--- config.mk ---
export PLATFORM = sky130hd
export DESIGN_NAME = logic_accum_unit
export DESIGN_NICKNAME = d
export VERILOG_FILES = /design/src/rtl/logic_pkg.sv /design/src/rtl/logic_op_slice.sv /design/src/rtl/logic_accum_unit.sv
export SDC_FILE = /design/constraint.sdc
export NUM_CORES = 1
export LEC_CHECK = 0
export BUFFER_PORTS_ARGS = -buffer_cell sky130_fd_sc_hd__buf_2
export CORE_UTILIZATION = 40
export CTS_BUF_LIST = sky130_fd_sc_hd__clkbuf_4 sky130_fd_sc_hd__clkbuf_8
export CTS_CLUSTER_SIZE = 40
export DETAILED_ROUTE_END_ITERATION = 10
export PLACE_DENSITY = 0.63
export SLEW_MARGIN = 20
export SYNTH_ARGS = -nofsm -noshare
export SYNTH_HDL_FRONTEND = slang
export SYNTH_SLANG_ARGS = --single-unit
--- constraint.sdc ---
create_clock -name clock -period 2.06 [get_ports clock]
set_input_delay 0.412 -clock clock [delete_from_list [all_inputs] [get_ports clock]]
set_output_delay 0.412 -clock clock [all_outputs]
set_load 0.01 [all_outputs]
--- src/rtl/logic_pkg.sv ---
// rtl/logic_pkg.sv - shared op encodings, FSM state type and default sizes for the logic accumulate unit
package logic_pkg;

  localparam int DEFAULT_WIDTH     = 32;
  localparam int DEFAULT_MAX_BEATS = 16;

  localparam logic [1:0] OP_AND = 2'b00;
  localparam logic [1:0] OP_OR  = 2'b01;
  localparam logic [1:0] OP_XOR = 2'b10;
  localparam logic [1:0] OP_NOR = 2'b11;

  typedef enum logic {
    ST_IDLE  = 1'b0,
    ST_ACCUM = 1'b1
  } state_t;

  // Beat counter must be able to hold the value MAX_BEATS itself.
  function automatic int count_width(input int max_beats);
    return $clog2(max_beats + 1);
  endfunction

endpackage

--- src/rtl/logic_op_slice.sv ---
// rtl/logic_op_slice.sv - combinational bitwise X op Y shared by single and accumulate paths
module logic_op_slice
  import logic_pkg::*;
#(
  parameter int WIDTH = DEFAULT_WIDTH
) (
  input  logic [1:0]       op,
  input  logic [WIDTH-1:0] x,
  input  logic [WIDTH-1:0] y,
  output logic [WIDTH-1:0] z
);

  // Select the bitwise function; NOR is applied literally, no special casing.
  always_comb begin
    z = '0;
    case (op)
      OP_AND:  z = x & y;
      OP_OR:   z = x | y;
      OP_XOR:  z = x ^ y;
      OP_NOR:  z = ~(x | y);
      default: z = '0;
    endcase
  end

endmodule

--- src/rtl/logic_accum_unit.sv ---
// rtl/logic_accum_unit.sv - bitwise op unit with single-beat and multi-beat accumulate modes; optional parity via LOGIC_ACCUM_PARITY_EN
module logic_accum_unit
  import logic_pkg::*;
#(
  parameter int WIDTH     = DEFAULT_WIDTH,
  parameter int MAX_BEATS = DEFAULT_MAX_BEATS
) (
  input  logic             clock,
  input  logic             reset,
  input  logic             in_valid,
  output logic             in_ready,
  input  logic [1:0]       op,
  input  logic [WIDTH-1:0] A,
  input  logic [WIDTH-1:0] B,
  input  logic             acc_mode,
  input  logic             last,
  output logic             out_valid,
  input  logic             out_ready,
  output logic [WIDTH-1:0] R,
  output logic             zero,
`ifdef LOGIC_ACCUM_PARITY_EN
  output logic             parity,
`endif
  output logic             overrun
);

  localparam int CW = count_width(MAX_BEATS);

  state_t           state;
  state_t           state_next;
  logic [CW-1:0]    count;
  logic [CW-1:0]    count_inc;
  logic [WIDTH-1:0] acc;
  logic [WIDTH-1:0] op_x;
  logic [WIDTH-1:0] op_result;
  logic             fire;
  logic             at_limit;
  logic             load_r;
  logic             load_acc;
  logic             first_beat;
  logic             force_done;

  // A held result blocks new beats unless downstream is draining it now.
  assign in_ready  = !out_valid || out_ready;
  assign fire      = in_valid && in_ready;
  assign count_inc = count + CW'(1);
  assign at_limit  = (count_inc == CW'(MAX_BEATS));

  // While accumulating, A is ignored and the running value takes its place.
  assign op_x = (state == ST_ACCUM) ? acc : A;

  logic_op_slice #(
    .WIDTH(WIDTH)
  ) u_op_slice (
    .op(op),
    .x (op_x),
    .y (B),
    .z (op_result)
  );

  // State register.
  always_ff @(posedge clock) begin
    if (reset) begin
      state <= ST_IDLE;
    end else begin
      state <= state_next;
    end
  end

  // Next-state and datapath strobes for each accepted beat.
  always_comb begin
    state_next = state;
    load_r     = 1'b0;
    load_acc   = 1'b0;
    first_beat = 1'b0;
    force_done = 1'b0;
    case (state)
      ST_IDLE: begin
        if (fire) begin
          if (acc_mode && !last) begin
            load_acc   = 1'b1;
            first_beat = 1'b1;
            state_next = ST_ACCUM;
          end else begin
            load_r = 1'b1;
          end
        end
      end
      ST_ACCUM: begin
        if (fire) begin
          load_acc = 1'b1;
          if (last) begin
            load_r     = 1'b1;
            state_next = ST_IDLE;
          end else if (at_limit) begin
            // Transaction ran out of beats: emit what we have and flag it.
            load_r     = 1'b1;
            force_done = 1'b1;
            state_next = ST_IDLE;
          end
        end
      end
      default: state_next = ST_IDLE;
    endcase
  end

  // Accumulator and beat counter.
  always_ff @(posedge clock) begin
    if (reset) begin
      acc   <= '0;
      count <= '0;
    end else begin
      if (load_acc) begin
        acc <= op_result;
      end
      if (load_r) begin
        count <= '0;
      end else if (first_beat) begin
        count <= CW'(1);
      end else if (load_acc) begin
        count <= count_inc;
      end
    end
  end

  // Result register with valid handshake; a new load wins over a drain.
  always_ff @(posedge clock) begin
    if (reset) begin
      R         <= '0;
      out_valid <= 1'b0;
    end else if (load_r) begin
      R         <= op_result;
      out_valid <= 1'b1;
    end else if (out_ready) begin
      out_valid <= 1'b0;
    end
  end

  // Sticky overrun flag, cleared only by reset.
  always_ff @(posedge clock) begin
    if (reset) begin
      overrun <= 1'b0;
    end else if (force_done) begin
      overrun <= 1'b1;
    end
  end

`ifdef LOGIC_ACCUM_PARITY_EN
  // Parity tracks R, loaded in the same cycle from the same value.
  always_ff @(posedge clock) begin
    if (reset) begin
      parity <= 1'b0;
    end else if (load_r) begin
      parity <= ^op_result;
    end
  end
`endif

  assign zero = (R == '0);

endmodule

Yosys cells after proc, flatten, opt, wreduce, memory -nomap -nowiden
Cells that the tools add are included.
Word-level totals
  register bits: 72
  input bits: 72
  logic and storage cells: 52
Operators by class
  add/subtract/negate cells: 1
  equal/unequal tests: 4
  mux-type cells: 24
  bitwise gates (word level): 5
  reduce and logical (&&, ||, !) cells: 11
Operators by type and width (number)
  $pmux 32 s4: 1
  $and 32x32->32: 1
  $logic_not 32->1: 1
  $mux 32: 1
  $not 32->32: 1
  $or 32x32->32: 1
  $xor 32x32->32: 1
  $mux 1: 19
  $pmux 1 s2: 3
  $add 5x1->5 const B: 1
  $eq 5x5->1 const B: 1
  $eq 2x2->1 const B: 2
  $reduce_bool 2->1: 2
  $reduce_or 3->1: 1
  $eq 2x1->1 const B: 1
  $logic_and 1x1->1: 2
  $logic_not 1->1: 2
  $logic_not 2->1: 1
  $reduce_or 2->1: 1
  $logic_or 1x1->1: 1
  $not 1->1: 1

Logic depth before layout (Yosys ltp)
  depth after elaboration: 7
  depth in mapped cells: 10

Cells and area by module
Synthesis repeated with hierarchy kept, for this count alone.
Unflattened totals
  cells, all modules: 613
  area, all modules: 5397.7 µm²
Modules (own cells, without submodules)
  logic_accum_unit: instances 1, cells each 378, area an instance 3291.9 µm², sequential area each 1441.4 µm²
  logic_op_slice: instances 1, cells each 235, area an instance 2105.8 µm², sequential area each 0.0 µm²

Worst setup path before layout
Ideal clock, no wire load.
  path type: flip-flop to flip-flop
  start: register state
  end: register R[14]
  setup time: 132 ps
  arrival: 1777 ps
  required time: 1928 ps
  setup slack: 150 ps
  cell stages (with the launch flop): 11
  path buffers: 2
  clock period less this slack: 1910 ps
  cells stage by stage: dfxtp_1 > buf_2 > buf_2 > mux2i_1 > inv_1 > ha_1 > nor2b_1 > nor3_1 > a21oi_1 > nand3_1 > a21oi_1
On the way
  word-level cells in the longest chain between the ends: 4
  elaborated cells on any way between the ends: 8
RTL lines
  start, declared: line logic_accum_unit.sv:29  | state_t state;
  start signal, assigned: line logic_accum_unit.sv:66  | state <= state_next;
  $mux 32: line logic_accum_unit.sv:50  | assign op_x = (state == ST_ACCUM) ? acc : A;
  $or 32x32->32: line logic_op_slice.sv:18, logic_op_slice.sv:20
  $not 32->32: line logic_op_slice.sv:20  | OP_NOR: z = ~(x | y);
  $pmux 32 s4: line logic_op_slice.sv:16  | case (op)
  end signal, assigned: line logic_accum_unit.sv:132  | R <= op_result;
  end, declared: line logic_accum_unit.sv:19  | output logic [WIDTH-1:0] R,
Several ways; a longest one is shown, not always the timed one.
A chain may end at the register's enable or synchronous reset.

Worst setup path after layout
  start: register R[30]
  end: output port zero
On the way
  word-level cells in the longest chain between the ends: 1
RTL lines
  $logic_not 32->1: line logic_accum_unit.sv:159  | assign zero = (R == '0);
  end, declared: line logic_accum_unit.sv:20  | output logic zero,
Every way passes these cells.

==> summary.txt <==
Finish
  • Diode count: 0
  • Fin util: 49.2%
  • Final Net Count: 914
  • Final non-filler cell area: 6260 µm²
  • Final std cells w/o fill: 953
  • Synthesis-to-layout area growth: 19.1%
  • Share of layout cells above drive strength 1: 19.5%

Logic synthesis
  • Leading area contributor after synthesis: dfxtp_1
  • Post-synth ARST share: 0%
  • Mapped Nets: around 830
  • Flops & latches, synth: between 70 and 80
  • Cell variety after synth: 35
  • Top-count cell post-synth: a21oi_1
  • Synth Area per Inst: 7.62 µm²
  • Number of synthesized flops with an enable pin: 0
  • Cell area after synthesis: roughly 5300 µm²
  • Register area share after synthesis: 27.4%
  • Synth top area cells: dfxtp_1, ha_1, a21oi_1
  • Synth Instances: 690
  • Syn. warnings: 0
  • Post-synth top cells: a21oi_1, dfxtp_1, nand2_1
  • Primary FF master, synth: dfxtp_1
  • Synth top area share: between 20% and 30%

Global routing
  • Grt ovf: 0
  • Total GRT Usage: around a fifth
  • First-pass GRT wire length: 21,600 µm
  • Initial antenna violation count: 0
  • Largest net degree at the start of global routing: 65
  • Vias in the first global route: 4,695

Clocking
  • Clock Tree Root: clkbuf_8
  • Clock Latency Late Sink: 0.34 ns
  • Maximum clock path buffer count: 2
  • TritonCTS Buffers: 9
  • Reg clk slew, reported paths: 0.09 ns
  • # hold bufs at CTS: 0
  • CTS sink cnt: 72
  • # H-tree levels: 3
  • CTS tree: done

Drt
  • Post-Route M1 WL: slightly above 6000 µm
  • Routed length per instance: between 10 and 15 µm
  • Final ANT Viol Nets: 0
  • WL met3: approximately 670 µm
  • Via density: 5.06
  • Iter 0 DRT Violations: 214
  • Max layer used: met4
  • Detailed Routing Iterations Pass 1: 4
  • DRC Markers: 0
  • Wire length on met2: 5970 µm
  • Final WL: about 13,000 µm
  • Routed via count: 4,821

Place
  • Cell Area, Placed: 6010 µm²
  • Final GP Congestion: about 0.78
  • HPWL after detailed placement: 9430 µm
  • IO Port Bufs: 107
  • Setup WS pre-CTS: 0.221 ns
  • Placed insts: 937

STA
  • Slew margin rel.: roughly three fifths
  • Final setup viols: 0
  • Clk_skew: 0.0130 ns
  • Final worst slack: 0.0750 ns
  • Slew Viols, Final: 0
  • Worst-Margin Slew: 0.594 ns
  • Count of final hold-check violations: 0
  • Fmax: 0.504 GHz
  • RSZ-0062 raised after global routing: no
  • Final Cycle Share: 96.4%
  • Setup TNS: 0 ns
  • Post-route minimum period: 1.98 ns

Worst setup path
  • Required time worst endpoint: around 1.7 ns
  • Kind of critical path: reg2out
  • CP endpoint kind: output port
  • Critical Path AT: 1.57 ns
  • Critical Path Start Type: flip-flop
  • Crit Path Max Fanout: 3
  • R2R depth: 6

Pwr
  • Leakage: 2.87 nW
  • Power per Cell Area: between 500 and 600 nW/µm²
  • Maximum VDD drop: 0.324 mV

Status
  • Run status: completed

Worst hold path
  • Hold WC Path Type: in2reg
  • WHS Path Cells: 2

Die
  • Core area: 12,700 µm²
  • Initial Util: 41.3%
  • Die Wd: approximately 120 µm
  • Cell row count: 41
  • Die area: 13,600 µm²
  • IO Pins: 108
  • Die H: 117 µm

Run
  • Max_cap viols: 0
## sequential cells by signal, indices dropped and copies added (netlist names)
register	count
R	32
acc	32
count	5
out_valid	1
overrun	1
state	1
## stage by stage
| stage | total power [mW] | hold slack, ns |
|---|---|---|
| 2_1_floorplan | 2.15 | 0.436 |
| 3_3_place_gp | 2.43 | 0.445 |
| 3_5_place_dp | 2.47 | 0.448 |
| 4_1_cts | 3.72 | 0.344 |
| 5_1_grt | 3.93 | 0.359 |
| 6_report | 3.70 | 0.352 |
## per-layer routing
layer | vias to the layer above | GRT usage (%)
met5 | - | 0
met4 | 0 | 6.08
li1 | 2499 | -
met2 | 115 | 34.0
met3 | 18 | 3.89
met1 | 2189 | 25.2
## worst max-delay path, stage by stage (launching register included)
cell and delay (ns):
dfxtp_1 0.34, nor4_2 0.35, nand4_1 0.22, nor2_2 0.16
buf_2 0.15
## worst paths after layout
path,startpoint,endpoint,slack (ns)
worst max-delay path,R[30],zero,0.08
worst min-delay path,reset,overrun,0.35
worst max register to register,count[0],R[10],0.18
worst min register to register,acc[26],acc[26],0.46
## area by class of cell
| class | instances | area [µm²] |
|---|---|---|
| clock buffer | 9 | 124 |
| clock inverter | 7 | 103 |
| fill | 1277 | 6460 |
| inverter | 66 | 248 |
| multi-input combinational | 502 | 3370 |
| sequential | 72 | 1440 |
| tap | 172 | 215 |
| timing repair buffer | 125 | 758 |
## cell usage in the layout (no fill, tap or decap), drive strengths merged
master / netlist / final
nand2: 69 / 69
nand4b: 2 / 2
nand3: 34 / 34
xor2: 2 / 2
o211ai: 1 / 1
clkbuf: 31 / 9
a31oi: 1 / 1
mux2i: 32 / 32
a32o: 1 / 1
dfxtp: 72 / 72
o211a: 1 / 1
o21bai: 33 / 33
a41o: 1 / 1
bufinv: 0 / 2
nor4: 8 / 8
ha: 66 / 66
a21oi: 99 / 99
and2: 1 / 1
buf: 19 / 125
o311ai: 1 / 1
clkinv: 0 / 3
xnor2: 2 / 2
nand4: 3 / 3
and3: 1 / 1
a41oi: 1 / 1
nand2b: 2 / 2
nor3: 32 / 32
inv: 66 / 68
nor2b: 66 / 66
nor2: 8 / 8
o21ai: 34 / 34
o2111a: 1 / 1
## power breakdown
| part | switching [mW] | leakage (nW) | total [mW] | internal [mW] |
|---|---|---|---|---|
| sequential | 0.0623 | 0.588 | 1.54 | 1.47 |
| combinational | 0.512 | 2.16 | 0.906 | 0.394 |
| clock | 0.565 | 0.116 | 1.26 | 0.696 |
| total | 1.14 | 2.87 | 3.70 | 2.56 |
## repair_timing
| action | 4_1_cts | 5_1_grt |
|---|---|---|
| resized for setup | 1 | 4 |
| setup endpoints to repair | 1 | 4 |
| setup buffers | 0 | 0 |
## logic make-up (layout without fill, tap and decap cells)
family | count (synthesis) | count (layout) | synth area share [%]
DFF | 72 | 72 | 27.4
AOI/OAI and AO/OA | 174 | 174 | 19.2
buffers and inverters | 116 | 207 | 9.07
xor gates and xnor gates | 4 | 4 | 0.667
muxes | 32 | 32 | 6.09
adders and majority gates | 66 | 66 | 15.7
and+or+nand+nor | 226 | 226 | 21.9
(Power assumes the default switching activity.)
